$ cat src/rtl/ntt_bank_map_k2_pkg.sv
// Shared types and bank-mapping helpers for the k2 NTT bank-map stage.
package ntt_bank_map_k2_pkg;

    localparam int unsigned NTT_D_WIDTH = 8;
    localparam int unsigned NTT_A_WIDTH = NTT_D_WIDTH - 1;

    typedef struct packed {
        logic                   valid;
        logic [NTT_A_WIDTH-1:0] addr_b0;
        logic [NTT_A_WIDTH-1:0] addr_b1;
        logic                   swap;
    } bank_req_t;

    typedef enum logic [1:0] {
        ST_IDLE  = 2'd0,
        ST_RUN   = 2'd1,
        ST_DRAIN = 2'd2
    } drain_state_t;

    // Parity of the index selects the bank, so neighbours land in opposite banks.
    function automatic logic bank_of(input logic [NTT_D_WIDTH-1:0] x);
        return ^x;
    endfunction

    function automatic logic [NTT_A_WIDTH-1:0] addr_of(input logic [NTT_D_WIDTH-1:0] x);
        return NTT_A_WIDTH'(x >> 1);
    endfunction

endpackage

$ cat src/rtl/ntt_delay_line.sv
// Fixed-depth shift register with synchronous clear; carries write-back requests.
module ntt_delay_line #(
    parameter int unsigned DEPTH = 4,
    parameter int unsigned WIDTH = 16
) (
    input  logic             clk,
    input  logic             rst,
    input  logic             clr,
    input  logic [WIDTH-1:0] din,
    output logic [WIDTH-1:0] dout
);

    logic [WIDTH-1:0] stage_q [DEPTH];
    logic [WIDTH-1:0] stage_d [DEPTH];

    always_comb begin
        stage_d[0] = din;
        for (int i = 1; i < DEPTH; i++) begin
            stage_d[i] = stage_q[i-1];
        end
        if (clr) begin
            for (int i = 0; i < DEPTH; i++) begin
                stage_d[i] = '0;
            end
        end
    end

    always_ff @(posedge clk or posedge rst) begin
        if (rst) begin
            for (int i = 0; i < DEPTH; i++) begin
                stage_q[i] <= '0;
            end
        end else begin
            stage_q <= stage_d;
        end
    end

    assign dout = stage_q[DEPTH-1];

endmodule

$ cat src/rtl/ntt_bank_map_k2.sv
// Bank mapping, read issue, delayed write-back replay and drain detection for k2 NTT.
// Optional NTT_BANK_MAP_CHK_EN adds a sticky conflict_err output.
module ntt_bank_map_k2
    import ntt_bank_map_k2_pkg::*;
#(
    parameter int unsigned D_WIDTH = NTT_D_WIDTH,
    parameter int unsigned BF_LAT  = 4
) (
    input  logic               clk,
    input  logic               rst,
    input  logic               flush,
    input  logic               in_valid,
    input  logic               in_done,
    input  logic [D_WIDTH-1:0] order_0,
    input  logic [D_WIDTH-1:0] order_1,
    output logic               rd_en,
    output logic [D_WIDTH-2:0] rd_addr_b0,
    output logic [D_WIDTH-2:0] rd_addr_b1,
    output logic               rd_swap,
    output logic               wr_en,
    output logic [D_WIDTH-2:0] wr_addr_b0,
    output logic [D_WIDTH-2:0] wr_addr_b1,
    output logic               wr_swap,
    output logic               map_done
`ifdef NTT_BANK_MAP_CHK_EN
    ,
    output logic               conflict_err
`endif
);

    localparam int unsigned CNT_W = $clog2(BF_LAT + 2);

    bank_req_t            rd_q, rd_d;
    bank_req_t            wr_req;
    logic [CNT_W-1:0]     cnt_q, cnt_d;
    drain_state_t         state_q, state_d;
    logic                 map_done_q, map_done_d;
    logic                 swap_c;
    logic                 finish_c;

    // Read request: addresses hold while no pair is presented.
    always_comb begin
        swap_c = bank_of(order_0);
        rd_d   = rd_q;
        rd_d.valid = in_valid;
        if (in_valid) begin
            rd_d.swap    = swap_c;
            rd_d.addr_b0 = swap_c ? addr_of(order_1) : addr_of(order_0);
            rd_d.addr_b1 = swap_c ? addr_of(order_0) : addr_of(order_1);
        end
        if (flush) begin
            rd_d = '0;
        end
    end

    ntt_delay_line #(
        .DEPTH (BF_LAT),
        .WIDTH ($bits(bank_req_t))
    ) u_wb_line (
        .clk  (clk),
        .rst  (rst),
        .clr  (flush),
        .din  (rd_q),
        .dout (wr_req)
    );

    // Drain FSM; completion looks at the post-update count so map_done follows the last write by one cycle.
    always_comb begin
        state_d    = state_q;
        map_done_d = 1'b0;
        cnt_d      = cnt_q + CNT_W'(in_valid) - CNT_W'(wr_req.valid);
        finish_c   = ((state_q == ST_DRAIN) || in_done) && (cnt_d == '0) && !in_valid;
        case (state_q)
            ST_IDLE: begin
                if (in_done) begin
                    state_d = ST_DRAIN;
                end else if (in_valid) begin
                    state_d = ST_RUN;
                end
            end
            ST_RUN: begin
                if (in_done) begin
                    state_d = ST_DRAIN;
                end
            end
            ST_DRAIN: begin
                state_d = ST_DRAIN;
            end
            default: begin
                state_d = ST_IDLE;
            end
        endcase
        if (finish_c) begin
            state_d    = ST_IDLE;
            map_done_d = 1'b1;
        end
        if (flush) begin
            state_d    = ST_IDLE;
            map_done_d = 1'b0;
            cnt_d      = '0;
        end
    end

    always_ff @(posedge clk or posedge rst) begin
        if (rst) begin
            rd_q       <= '0;
            cnt_q      <= '0;
            state_q    <= ST_IDLE;
            map_done_q <= 1'b0;
        end else begin
            rd_q       <= rd_d;
            cnt_q      <= cnt_d;
            state_q    <= state_d;
            map_done_q <= map_done_d;
        end
    end

    assign rd_en      = rd_q.valid;
    assign rd_addr_b0 = rd_q.addr_b0;
    assign rd_addr_b1 = rd_q.addr_b1;
    assign rd_swap    = rd_q.swap;
    assign wr_en      = wr_req.valid;
    assign wr_addr_b0 = wr_req.addr_b0;
    assign wr_addr_b1 = wr_req.addr_b1;
    assign wr_swap    = wr_req.swap;
    assign map_done   = map_done_q;

`ifdef NTT_BANK_MAP_CHK_EN
    logic conflict_err_q, conflict_err_d;

    // Sticky flag for pairs that break the adjacent-index assumption.
    always_comb begin
        conflict_err_d = conflict_err_q;
        if (in_valid && ((bank_of(order_0) == bank_of(order_1)) ||
                         (order_1 != order_0 + D_WIDTH'(1)))) begin
            conflict_err_d = 1'b1;
        end
        if (flush) begin
            conflict_err_d = 1'b0;
        end
    end

    always_ff @(posedge clk or posedge rst) begin
        if (rst) begin
            conflict_err_q <= 1'b0;
        end else begin
            conflict_err_q <= conflict_err_d;
        end
    end

    assign conflict_err = conflict_err_q;
`endif

endmodule

$ cat config.mk
export PLATFORM = sky130hd
export DESIGN_NAME = ntt_bank_map_k2
export DESIGN_NICKNAME = d
export VERILOG_FILES = /design/src/rtl/ntt_bank_map_k2_pkg.sv /design/src/rtl/ntt_delay_line.sv /design/src/rtl/ntt_bank_map_k2.sv
export SDC_FILE = /design/constraint.sdc
export NUM_CORES = 1
export LEC_CHECK = 0
export CAP_MARGIN = 15
export CORE_ASPECT_RATIO = 0.6
export CORE_MARGIN = 4
export CORE_UTILIZATION = 50
export CTS_CLUSTER_SIZE = 10
export DETAILED_ROUTE_END_ITERATION = 8
export GPL_ROUTABILITY_DRIVEN = 0
export PLACE_DENSITY = 0.75
export SLEW_MARGIN = 40
export SYNTH_ARGS = -nofsm -noshare
export SYNTH_HDL_FRONTEND = slang
export SYNTH_SLANG_ARGS = --single-unit
$ cat constraint.sdc
create_clock -name clk -period 8.5 [get_ports clk]
set_input_delay 2.55 -clock clk [delete_from_list [all_inputs] [get_ports clk]]
set_output_delay 2.55 -clock clk [all_outputs]
set_load 0.05 [all_outputs]
## Yosys cells after proc, flatten, opt, wreduce, memory -nomap -nowiden

Index checks and enable logic that the tools add are counted.

- Bits in registers: 86
- Input port bits: 21
- Output and inout port bits: 33
- Word-level logic and storage cells: 40

- $add $sub $neg: 2
- Equality and inequality tests: 4
- Muxes and demuxes: 14
- Reductions and logical operators: 9

Operator list:

| cell | count |
|---|---|
| 2-to-1 mux 64 bit | 1 |
| 2-to-1 mux 16 bit | 1 |
| 2-to-1 mux 15 bit | 1 |
| 2-to-1 mux 7 bit | 2 |
| 2-to-1 mux 2 bit | 5 |
| XOR reduction 8 bit | 1 |
| case mux 2 bit (3 select lines) | 1 |
| inequality test 5 bit, second input constant | 1 |
| inequality test 4 bit, second input constant | 1 |
| adder 3 x 1 -> 3 bit | 1 |
| zero test 3 bit | 1 |
| 2-to-1 mux 3 bit | 1 |
| subtractor 3 x 1 -> 3 bit | 1 |
| == test 2 x 1 -> 1 bit, second input constant | 1 |
| == test 2 bit, second input constant | 1 |
| logical AND 1 bit | 2 |
| zero test 2 bit | 1 |
| 2-to-1 mux 1 bit | 2 |
| AND reduction 2 bit | 1 |
| nonzero test 2 bit | 1 |
| zero test 1 bit | 1 |
| logical OR 1 bit | 1 |

## Depth between registers and ports, before layout

- Depth in word-level cells: 7
- Depth in mapped cells: 10
- Gate-level depth less buffers: 10

## Hierarchy

From an unflattened synthesis, not the netlist that was laid out.

- Cell total of the unflattened synthesis: 265
- Area, all modules: 3557.2 um^2

Modules (own cells, without submodules):

| module | times used | cells each | area an instance (um^2) | sequential area each (um^2) |
|---|---|---|---|---|
| ntt_delay_line | 1 | 152 | 2362.3 | 1601.5 |
| ntt_bank_map_k2 | 1 | 113 | 1194.9 | 550.5 |

## Least setup slack after synthesis

Ideal clock, no wire load.

- Path type: input to register
- Start point: input port order_0[5]
- End point: register rd_q, in the netlist rd_addr_b0[0]
- Library setup time: 0.142 ns
- Arrival: 3.674 ns
- Required time: 8.358 ns
- Path slack: 4.684 ns
- Stages: 6
- Path buffers: 1
- Cell sequence: xnor2_1 xnor2_1 xnor2_2 buf_8 mux2i_1 a211oi_1

- Word-level cells in the longest chain between the ends: 4

Ends and longest elaborated chain:

| element | RTL line | text |
|---|---|---|
| start: declaration | ntt_bank_map_k2.sv:14 | `input logic [D_WIDTH-1:0] order_0,` |
| XOR reduction 8 bit | ntt_bank_map_k2_pkg.sv:22 | `return ^x;` |
| 2-to-1 mux 7 bit | ntt_bank_map_k2.sv:48 | `rd_d.addr_b0 = swap_c ? addr_of(order_1) : addr_of(order_0);` |
| 2-to-1 mux 15 bit | ntt_bank_map_k2.sv:46 | `if (in_valid) begin` |
| 2-to-1 mux 16 bit | ntt_bank_map_k2.sv:51 | `if (flush) begin` |
| end signal: assignment | ntt_bank_map_k2.sv:111 | `rd_q <= rd_d;` |
| end: declaration | ntt_bank_map_k2.sv:33 | `bank_req_t rd_q, rd_d;` |

No other way between the ends. The select of a mux whose other input is x is not followed.
A chain may end at the register's enable or synchronous reset.

## Final worst setup path

- Start point: input port order_0[5]
- End point: register rd_q, in the netlist rd_addr_b1[3]

- Word-level cells in the longest chain between the ends: 4

Ends and longest elaborated chain:

| element | RTL line | text |
|---|---|---|
| XOR reduction 8 bit | ntt_bank_map_k2_pkg.sv:22 |  |
| 2-to-1 mux 7 bit | ntt_bank_map_k2.sv:49 | `rd_d.addr_b1 = swap_c ? addr_of(order_0) : addr_of(order_1);` |
| 2-to-1 mux 15 bit | ntt_bank_map_k2.sv:46 |  |
| 2-to-1 mux 16 bit | ntt_bank_map_k2.sv:51 |  |

No other way between the ends. The select of a mux whose other input is x is not followed.

==> run_results.csv <==
group,metric,value,unit
layout,drive_above_1_share,0.0689,
die,rows,22,
worst_hold_path,hold_path_end,"u_wb_line.stage_q[22]",
place,dpl.hpwl,3330,µm
synthesis,synth_nets,290,
worst_setup_path,critPathCaptureType,"register",
layout,fill_cells,513,
synthesis,synth_top_cell_by_area,"dfrtp_1",
pwr,intPower,0.000635,W
worst_setup_path,cp_max_fo,15,
worst_setup_path,r2r-start,"u_wb_line.dout[15]",
cts,post_cts_buffers,0,
worst_setup_path,worstReg2RegEnd,"state_q[0]",
cts,cts_made_buffers,9,
sta,rsz0062_at_grt,"no",
place,pre_cts_ws,3.90,ns
grt,grt_max_degree,88,
synthesis,syn-cell-area,3330,µm²
sta,maxSlewViolCount,0,
synthesis,avgSynthCellArea,12.7,µm²
pwr,p_comb_frac,0.183,
worst_setup_path,crit_top_cell,"xnor2_1",
cts,cts_sinks,86,
synthesis,yosys.cell_types.count,20,
grt,track_usage,0.133,
cts,ctsResizeCount,0,
pwr,p_per_area,220,nW/µm²
sta,setup-tns-final,0,ns
pwr,p_sw_frac,0.279,
routing,drc,0,
sta,max_freq,238,MHz
place,numPortBuffers,52,
layout,fin_util,0.639,
routing,vias,1827,
worst_setup_path,max_stage_delay,0.56,ns
worst_hold_path,min_from,"u_wb_line.stage_q[38]",
run_status,status,"complete, no violations",
grt,grt_pass1_wl,8280,µm
synthesis,synth.area.top_cells,"dfrtp_1 (65%), nor2b_1 (12%), mux2i_1 (4.5%)",
die,die_x,113,µm
sta,worst_slew_pin_slew,0.653,ns
grt,grt-ovfl-total,0,
worst_setup_path,start_kind,"primary input",
run,cap_violations,0,
worst_setup_path,cp_num_buf_inv,1,
worst_setup_path,cp_slowest_cell,"xnor2_4",
layout,syn_to_final_growth,20.6,%
cts,hold_buffers,0,
cts,clk_pin_slew,0.09,ns
sta,relSlewSlack,0.565,
worst_setup_path,r2r_slack,6.40,ns
sta,period_share,0.494,
sta,min_period,4.20,ns
die,ioPinCount,54,
pwr,pwr-share-seq,0.502,
worst_setup_path,arrival,4.40,ns
pwr,ir_worst_vdd,0.000109,V
sta,finalHoldViolations,0,
die,dieHeight,71.2,µm
pwr,power,0.000881,W
worst_hold_path,hold_depth,1,
routing,ant_nets,0,
synthesis,synth_top_area_share,0.647,
sta,skew,0.00693,ns
layout,n_antenna_cell,0,
cts,clock_path_buffers,2,
grt,grt_pass1_vias,1744,
cts,htree_levels,3,
routing,wirelength,5060,µm
pwr,p_leak,1.89,nW
die,start_util,0.530,
die,coreArea,6280,µm²
sta,setup_viol,0,
cts,clk_latency,0.35,ns
routing,wl_per_cell,13.0,µm
synthesis,ys_seq_area_frac,0.647,
worst_hold_path,hp-class,"reg2reg",
synthesis,synth_cells,262,
routing,vias_per_cell,4.70,
die,dieArea,8070,µm²
synthesis,yosys_warnings,0,
cts,cts_root_buffer,"clkbuf_8",
worst_setup_path,worstPathRequired,8.70,ns
worst_setup_path,critical_path_class,"in2reg",
routing,dr.pass1.iters,4,
sta,hold_ws,0.457,ns
pwr,p_clk_frac,0.315,
worst_setup_path,cp_top_family,"XOR/XNOR gates",
worst_setup_path,worstPathCellList,"clkdlybuf4s50_1 -> xnor2_1 -> xnor2_1 -> xnor2_4 -> mux2i_1 -> a211oi_1",
layout,final-seq-area,2150,µm²
layout,nets,328,
sta,finalWorstSetupSlack,4.30,ns
cts,cts_tree,"built",
pwr,p_sw,0.000246,W
synthesis,synth_seq_cells,86,
grt,antenna_found_initial,0,
routing,drt_iter0_markers,56,
layout,multiInputGateArea,996,µm²
worst_setup_path,reg2reg_depth,9,
-- routing by layer --
layer,GRT usage,share of wire
met3,0.0726,0.080
met5,0,0
met1,0.164,0.45
met4,0.0467,0.014
met2,0.201,0.45
-- synth_stat cells --
cell type	instances
dfrtp_1	86
nor2b_1	66
nor2_1	21
a211oi_1	15
mux2i_1	15
buf_4	14
clkbuf_1	11
inv_1	7
xnor2_1	7
ha_1	6
nor3_1	3
a21oi_1	2
o21ai_0	2
and3_1	1
buf_1	1
buf_8	1
fa_1	1
nor3b_1	1
xnor2_2	1
xor2_1	1
-- cell usage in the layout, fill, tap and decap left out, types with 3 or more instances in the layout --
master           count
mux2i_1             15
dfrtp_1             86
ha_1                 6
nor2b_1             66
xnor2_1              7
a211oi_1            15
clkbuf_8            10
nor2_1              21
nor3_1               3
clkdlybuf4s50_1     50
inv_1                6
-- worst max path at each step --
stage	from	endpoint	slack (ns)	depth (start not counted)
6_report	order_0[5]	rd_addr_b1[3]	4.30	6
3_5_place_dp	order_0[5]	rd_addr_b1[3]	3.90	6
4_1_cts	order_0[5]	rd_addr_b1[3]	4.28	6
5_1_grt	order_0[1]	rd_addr_b1[3]	4.12	6
2_1_floorplan	rst	cnt_q[0]	3.73	1
3_3_place_gp	in_valid	state_q[0]	3.27	8
-- logic make-up after synthesis --
logic type | Yosys count | share of synthesized area
simple gates | 92 | 0.156
flops | 86 | 0.647
buf+inv | 34 | 0.0575
compound gates | 19 | 0.0399
mux | 15 | 0.0451
xor+xnor | 9 | 0.0259
fa+ha+maj | 7 | 0.0286
-- flip-flops by register name (all words and copies together) (netlist names) --
| signal | flops |
|---|---|
| state_q | 2 |
| rd_addr_b0 | 7 |
| rd_en | 1 |
| u_wb_line.stage_q | 48 |
| u_wb_line.dout | 16 |
| cnt_q | 3 |
| rd_addr_b1 | 7 |
| map_done | 1 |
| rd_swap | 1 |
-- power groups by stage --
stage	combinational (W)	sequential [W]	clock [W]
after floorplan	0.0000909	0.000477	0
after global routing	0.000174	0.000445	0.000300
final	0.000161	0.000442	0.000278
after CTS	0.000163	0.000443	0.000286
after detailed placement	0.000162	0.000451	0
after global placement	0.000155	0.000450	0
-- worst register-to-register path, stage by stage, from the launching register on --
cell	delay [ns]
dfrtp_1	0.41
ha_1	0.29
inv_1	0.06
ha_1	0.14
inv_1	0.05
fa_1	0.37
xor2_1	0.16
xnor2_1	0.14
and3_1	0.21
nor3b_1	0.20
-- stage by stage --
| stage | std cells | area [µm²] |
|---|---|---|
| after detailed placement | 373 | 3810 |
| final | 389 | 4010 |
| after global placement | 373 | 3800 |
| after floorplan | 262 | 3330 |
| after global routing | 389 | 4010 |
| after CTS | 389 | 4010 |
-- cell type report --
| cell class | instances | area share |
|---|---|---|
| tap | 84 | 0.0262 |
| timing repair buffer | 54 | 0.133 |
| sequential | 86 | 0.536 |
| clock buffer | 10 | 0.0318 |
| clock inverter | 6 | 0.0171 |
| multi-input combinational | 142 | 0.248 |
| inverter | 7 | 0.00686 |
No activity file was read; power rests on OpenSTA's default activity.
==> RTL change 1, RTL diff (same settings) <==
Re-encode `drain_state_t` (3 states) as one-hot, 3 bits wide.
--- a/src/rtl/ntt_bank_map_k2_pkg.sv
+++ b/src/rtl/ntt_bank_map_k2_pkg.sv
@@ -11,10 +11,10 @@
         logic                   swap;
     } bank_req_t;
 
-    typedef enum logic [1:0] {
-        ST_IDLE  = 2'd0,
-        ST_RUN   = 2'd1,
-        ST_DRAIN = 2'd2
+    typedef enum logic [2:0] {
+        ST_IDLE  = 3'b001,
+        ST_RUN   = 3'b010,
+        ST_DRAIN = 3'b100
     } drain_state_t;
 
     // Parity of the index selects the bank, so neighbours land in opposite banks.
Behaviour: no difference found for any inputs over 10 cycles, from zero or initial values and one cycle with rst high; not proved beyond that.
==> RTL change 1 against the unedited design <==
Maximum frequency down 0.37%. Hold slack better by 0.0057 ns. Total power down 0.96%. Synthesized area up 0.15%. Sequential cell count up 1. Routed wire length down 3.0%. Cell area down 0.12%. Sequential share of layout area up 0.72 points. Critical path depth unchanged. First-iteration DRC count rose to 2.8 times the old value. Worst setup slack worse by 0.016 ns.
==> RTL change 1: results (changes against the unedited design) <==
[sta]
fin_worst_skew_ns = 0.004437  ; was 0.006929 ns
fin_crit_sh = 0.4961  ; was 0.4943
whs_ns = 0.4624  ; was 0.4567 ns

[layout]
nFillCells = 511  ; was 513
drive_gt1_frac = 0.07237  ; was 0.06885
fin_nets = 324  ; was 328
seq_cells = 87  ; was 86
clock_cell_area_share = 0.04746  ; was 0.04896
clkbuf_count = 12  ; was 10
seq_share = 0.5436  ; was 0.5363

[global_route]
met3_usage = 0.06751  ; was 0.07265
grt_first_pass_wirelength_mm = 8.266  ; was 8.280 mm
grt_use_total = 0.1327  ; was 0.1334
use_met2 = 0.1752  ; was 0.2008

[synthesis]
synth_fa_ha_area_frac = 0.01351  ; was 0.02857
syn_nets = 287  ; was 290
synth_common_cells = 86 x dfrtp_1, 69 x nor2b_1, 21 x nor2_1, 15 x a211oi_1  ; was 86 x dfrtp_1, 66 x nor2b_1, 21 x nor2_1, 15 x a211oi_1, 15 x mux2i_1
synthDistinctLibCells = 22  ; was 20
synth_compound_area_frac = 0.04655  ; was 0.03985
avgSynthCellArea_um2 = 12.67  ; was 12.70 µm²
synth_seq_area_share = 0.6535  ; was 0.6466
yosys-top-cells-area = dfrtp_1 65%, nor2b_1 13%, mux2i_1 4.2%  ; was dfrtp_1 65%, nor2b_1 12%, mux2i_1 4.5%
synth_xor_area_frac = 0.02853  ; was 0.02594

[setup_path]
ff2ff_path_depth = 10  ; was 9
crit_arrival_ns = 4.46  ; was 4.40 ns
reg2reg_slack_ns = 6.35  ; was 6.40 ns
cp-startpoint = order_0[1]  ; was order_0[5]
slowest_delay_ns = 0.53  ; was 0.56 ns
reg2reg_to = state_q[2]  ; was state_q[0]

[outcome]
outcome = finished, final reports clean  ; unchanged

[pwr]
ir_drop_v = 0.0001155  ; was 0.0001091 V
p_leak_nw = 1.869  ; was 1.890 nW

[placement]
dp_slack_ns = 3.891  ; was 3.900 ns
dpl.hpwl_mm = 3.169  ; was 3.331 mm

[detailed_routing]
via_count = 1766  ; was 1827
routedWlPerCell_um = 12.64  ; was 12.99 µm

[RTL change 1: changes by cell type in the layout (fill, tap and decap cells not counted), moves of 2 or more]
cell       unedited run  this run
ha_1                  6         2
clkbuf_8             10        13
inv_1                 6         3
nor2b_1              66        69
a21oi_1               2         4
nand2_1               0         2
nor3_1                3         1
o2111ai_1             0         2
[RTL change 1: layer usage]
layer  share of wire  wire, µm
met1            0.50      2461
met2            0.41      2002
met3           0.080       392
met4          0.0098        48
met5               0         0
[RTL change 1: worst reg2reg max path, cell delays in order (launching register included)]
cell and delay [ns]:
dfrtp_1 0.41, ha_1 0.29, inv_1 0.06, ha_1 0.13, inv_1 0.05, fa_1 0.37, xor2_1 0.16, xnor2_1 0.23
o2111ai_1 0.21, nand2_1 0.10, nor2_1 0.05
[RTL change 1: where the power goes]
part | internal [W] | switching, W
sequential | 0.000437 | 0.0000138
clock | 0.000131 | 0.000134
combinational | 0.0000658 | 0.0000913
==> RTL change 2, RTL diff (same flow settings) <==
Without the edit above. Add a define of `NTT_BANK_MAP_CHK_EN`.
--- a/src/rtl/ntt_bank_map_k2.sv
+++ b/src/rtl/ntt_bank_map_k2.sv
@@ -1,5 +1,7 @@
 // Bank mapping, read issue, delayed write-back replay and drain detection for k2 NTT.
 // Optional NTT_BANK_MAP_CHK_EN adds a sticky conflict_err output.
+`define NTT_BANK_MAP_CHK_EN
+
 module ntt_bank_map_k2
     import ntt_bank_map_k2_pkg::*;
 #(
Behaviour (old outputs only; new: conflict_err): unchanged (equiv_simple and equiv_induct, registers matched by name and starting in step).
==> RTL change 2 against the unedited design <==
Worst setup slack got worse by 0.49 ns. Combinational power increased by 23%. Hold slack got worse by 0.0044 ns. Highest routed layer unchanged. Synthesized cell count increased by 20%. Synthesized area increased by 9.5%. Clock skew decreased by 0.0021 ns. Global-route usage increased by 2.6 points. Total power increased by 11%. Cell area increased by 9.2%. Register-to-register slack got worse by 0.50 ns. Critical path depth increased by 1. Routed wire length increased by 24%. Sequential cell count increased by 1.
==> RTL change 2: results (changes against the unedited design) <==
[global_route]
use_met1 = 0.1976  ; was 0.1644
met3_usage = 0.05623  ; was 0.07265
grt_first_pass_wirelength_mm = 10.92  ; was 8.280 mm

[detailed_routing]
first_pass_iters = 5  ; was 4
routedWlPerCell_um = 14.16  ; was 12.99 µm
drtIter0Drc = 119  ; was 56
vias_per_cell = 5.034  ; was 4.697

[layout]
fin_cells = 441  ; was 389
utilization = 0.6373  ; was 0.6394
drive_gt1_frac = 0.05650  ; was 0.06885
inv_count = 8  ; was 7
seq_share = 0.4967  ; was 0.5363
nFillCells = 553  ; was 513
clock_cell_area_share = 0.05510  ; was 0.04896
multi_input_cells = 191  ; was 142
bufAreaShareNonClock = 0.1267  ; was 0.1335
multi_input_area_share = 0.2895  ; was 0.2482
signal_buffers = 56  ; was 54

[setup_path]
cp-startpoint = order_0[4]  ; was order_0[5]
reg2reg_slack_ns = 5.90  ; was 6.40 ns
crit_arrival_ns = 4.91  ; was 4.40 ns
ff2ff_path_depth = 10  ; was 9

[clock_tree]
insertion_delay_ns = 0.32  ; was 0.35 ns
cts_num_sinks = 87  ; was 86
path_clk_slew_ns = 0.05  ; was 0.09 ns
cts_setup_buffers = 0  ; unchanged
cts-root-buf = clkbuf_16  ; was clkbuf_8

[synthesis]
synth_common_cells = 87 x dfrtp_1, 65 x nor2b_1, 32 x nand2_1, 23 x nor2_1, 20 x xnor2_1  ; was 86 x dfrtp_1, 66 x nor2b_1, 21 x nor2_1, 15 x a211oi_1, 15 x mux2i_1
syn_nets = 346  ; was 290
yosys-top-cells-area = dfrtp_1 60%, nor2b_1 11%, xnor2_1 4.8%  ; was dfrtp_1 65%, nor2b_1 12%, mux2i_1 4.5%
synth_seq_area_share = 0.5971  ; was 0.6466
syn_inst = 315  ; was 262
synthDistinctLibCells = 33  ; was 20

[placement]
port_buffers = 54  ; was 52
dpl.hpwl_mm = 4.100  ; was 3.331 mm
placed_cells = 429  ; was 373
dp_slack_ns = 3.466  ; was 3.900 ns
placed_cell_area_um2 = 4135  ; was 3810 µm²

[sta]
worstMarginPinSlew_ns = 0.6910  ; was 0.6525 ns
whs_ns = 0.4523  ; was 0.4567 ns
fin_worst_skew_ns = 0.004847  ; was 0.006929 ns

[hold_path]
hold_start = u_wb_line.stage_q[34]  ; was u_wb_line.stage_q[38]
whs_endpoint = u_wb_line.stage_q[18]  ; was u_wb_line.stage_q[22]

[pwr]
p_leak_nw = 2.009  ; was 1.890 nW
ir_drop_v = 0.0001627  ; was 0.0001091 V
switchingPower_w = 0.0002724  ; was 0.0002460 W

[outcome]
outcome = finished, final reports clean  ; unchanged

==> RTL change 2: changes by cell type after synthesis, sizes merged, moves of 3 or more <==
| cell | unedited run | this run |
|---|---|---|
| nand2 | 0 | 32 |
| a211oi | 15 | 1 |
| a311oi | 0 | 14 |
| mux2i | 15 | 1 |
| xnor2 | 8 | 22 |
| ha | 6 | 9 |
==> RTL change 2: critical path, stage by stage <==
cell and delay (ns):
clkdlybuf4s50_1 0.62, ha_1 0.29, xnor2_1 0.16, xnor2_2 0.29, xor2_2 0.56, nand2_1 0.11
a311oi_1 0.32
==> RTL change 2: worst max path at each step <==
stage / slack [ns] / to / cells past startpoint
2_1_floorplan: 3.70 / cnt_q[0] / 1
3_3_place_gp: 2.91 / state_q[1] / 9
3_5_place_dp: 3.47 / rd_addr_b0[2] / 7
4_1_cts: 3.81 / rd_addr_b0[2] / 7
5_1_grt: 3.63 / state_q[1] / 9
6_report: 3.81 / rd_addr_b0[2] / 7
==> RTL change 2: cells by family (layout without fill, tap and decap cells) <==
group,after synthesis,count (layout),share of synthesized area
simple gates,128,128,0.1812
flops,87,87,0.5971
buf+inv,37,76,0.05490
compound gates,26,26,0.05525
xor+xnor,26,26,0.07241
fa+ha+maj,10,10,0.03638
mux,1,1,0.002745
==> RTL change 2: power by group through the flow <==
stage	logic (W)	registers, W	clock network [W]
6_report	0.000198	0.000452	0.000327
5_1_grt	0.000217	0.000456	0.000354
4_1_cts	0.000199	0.000453	0.000336
3_5_place_dp	0.000198	0.000460	0
3_3_place_gp	0.000193	0.000459	0
2_1_floorplan	0.000113	0.000490	0
==> RTL change 2: metal layers <==
layer,up-vias,part of all wire
li1,1072,-
met1,1086,0.46
met2,51,0.48
met3,11,0.057
met4,0,0.012
met5,-,0
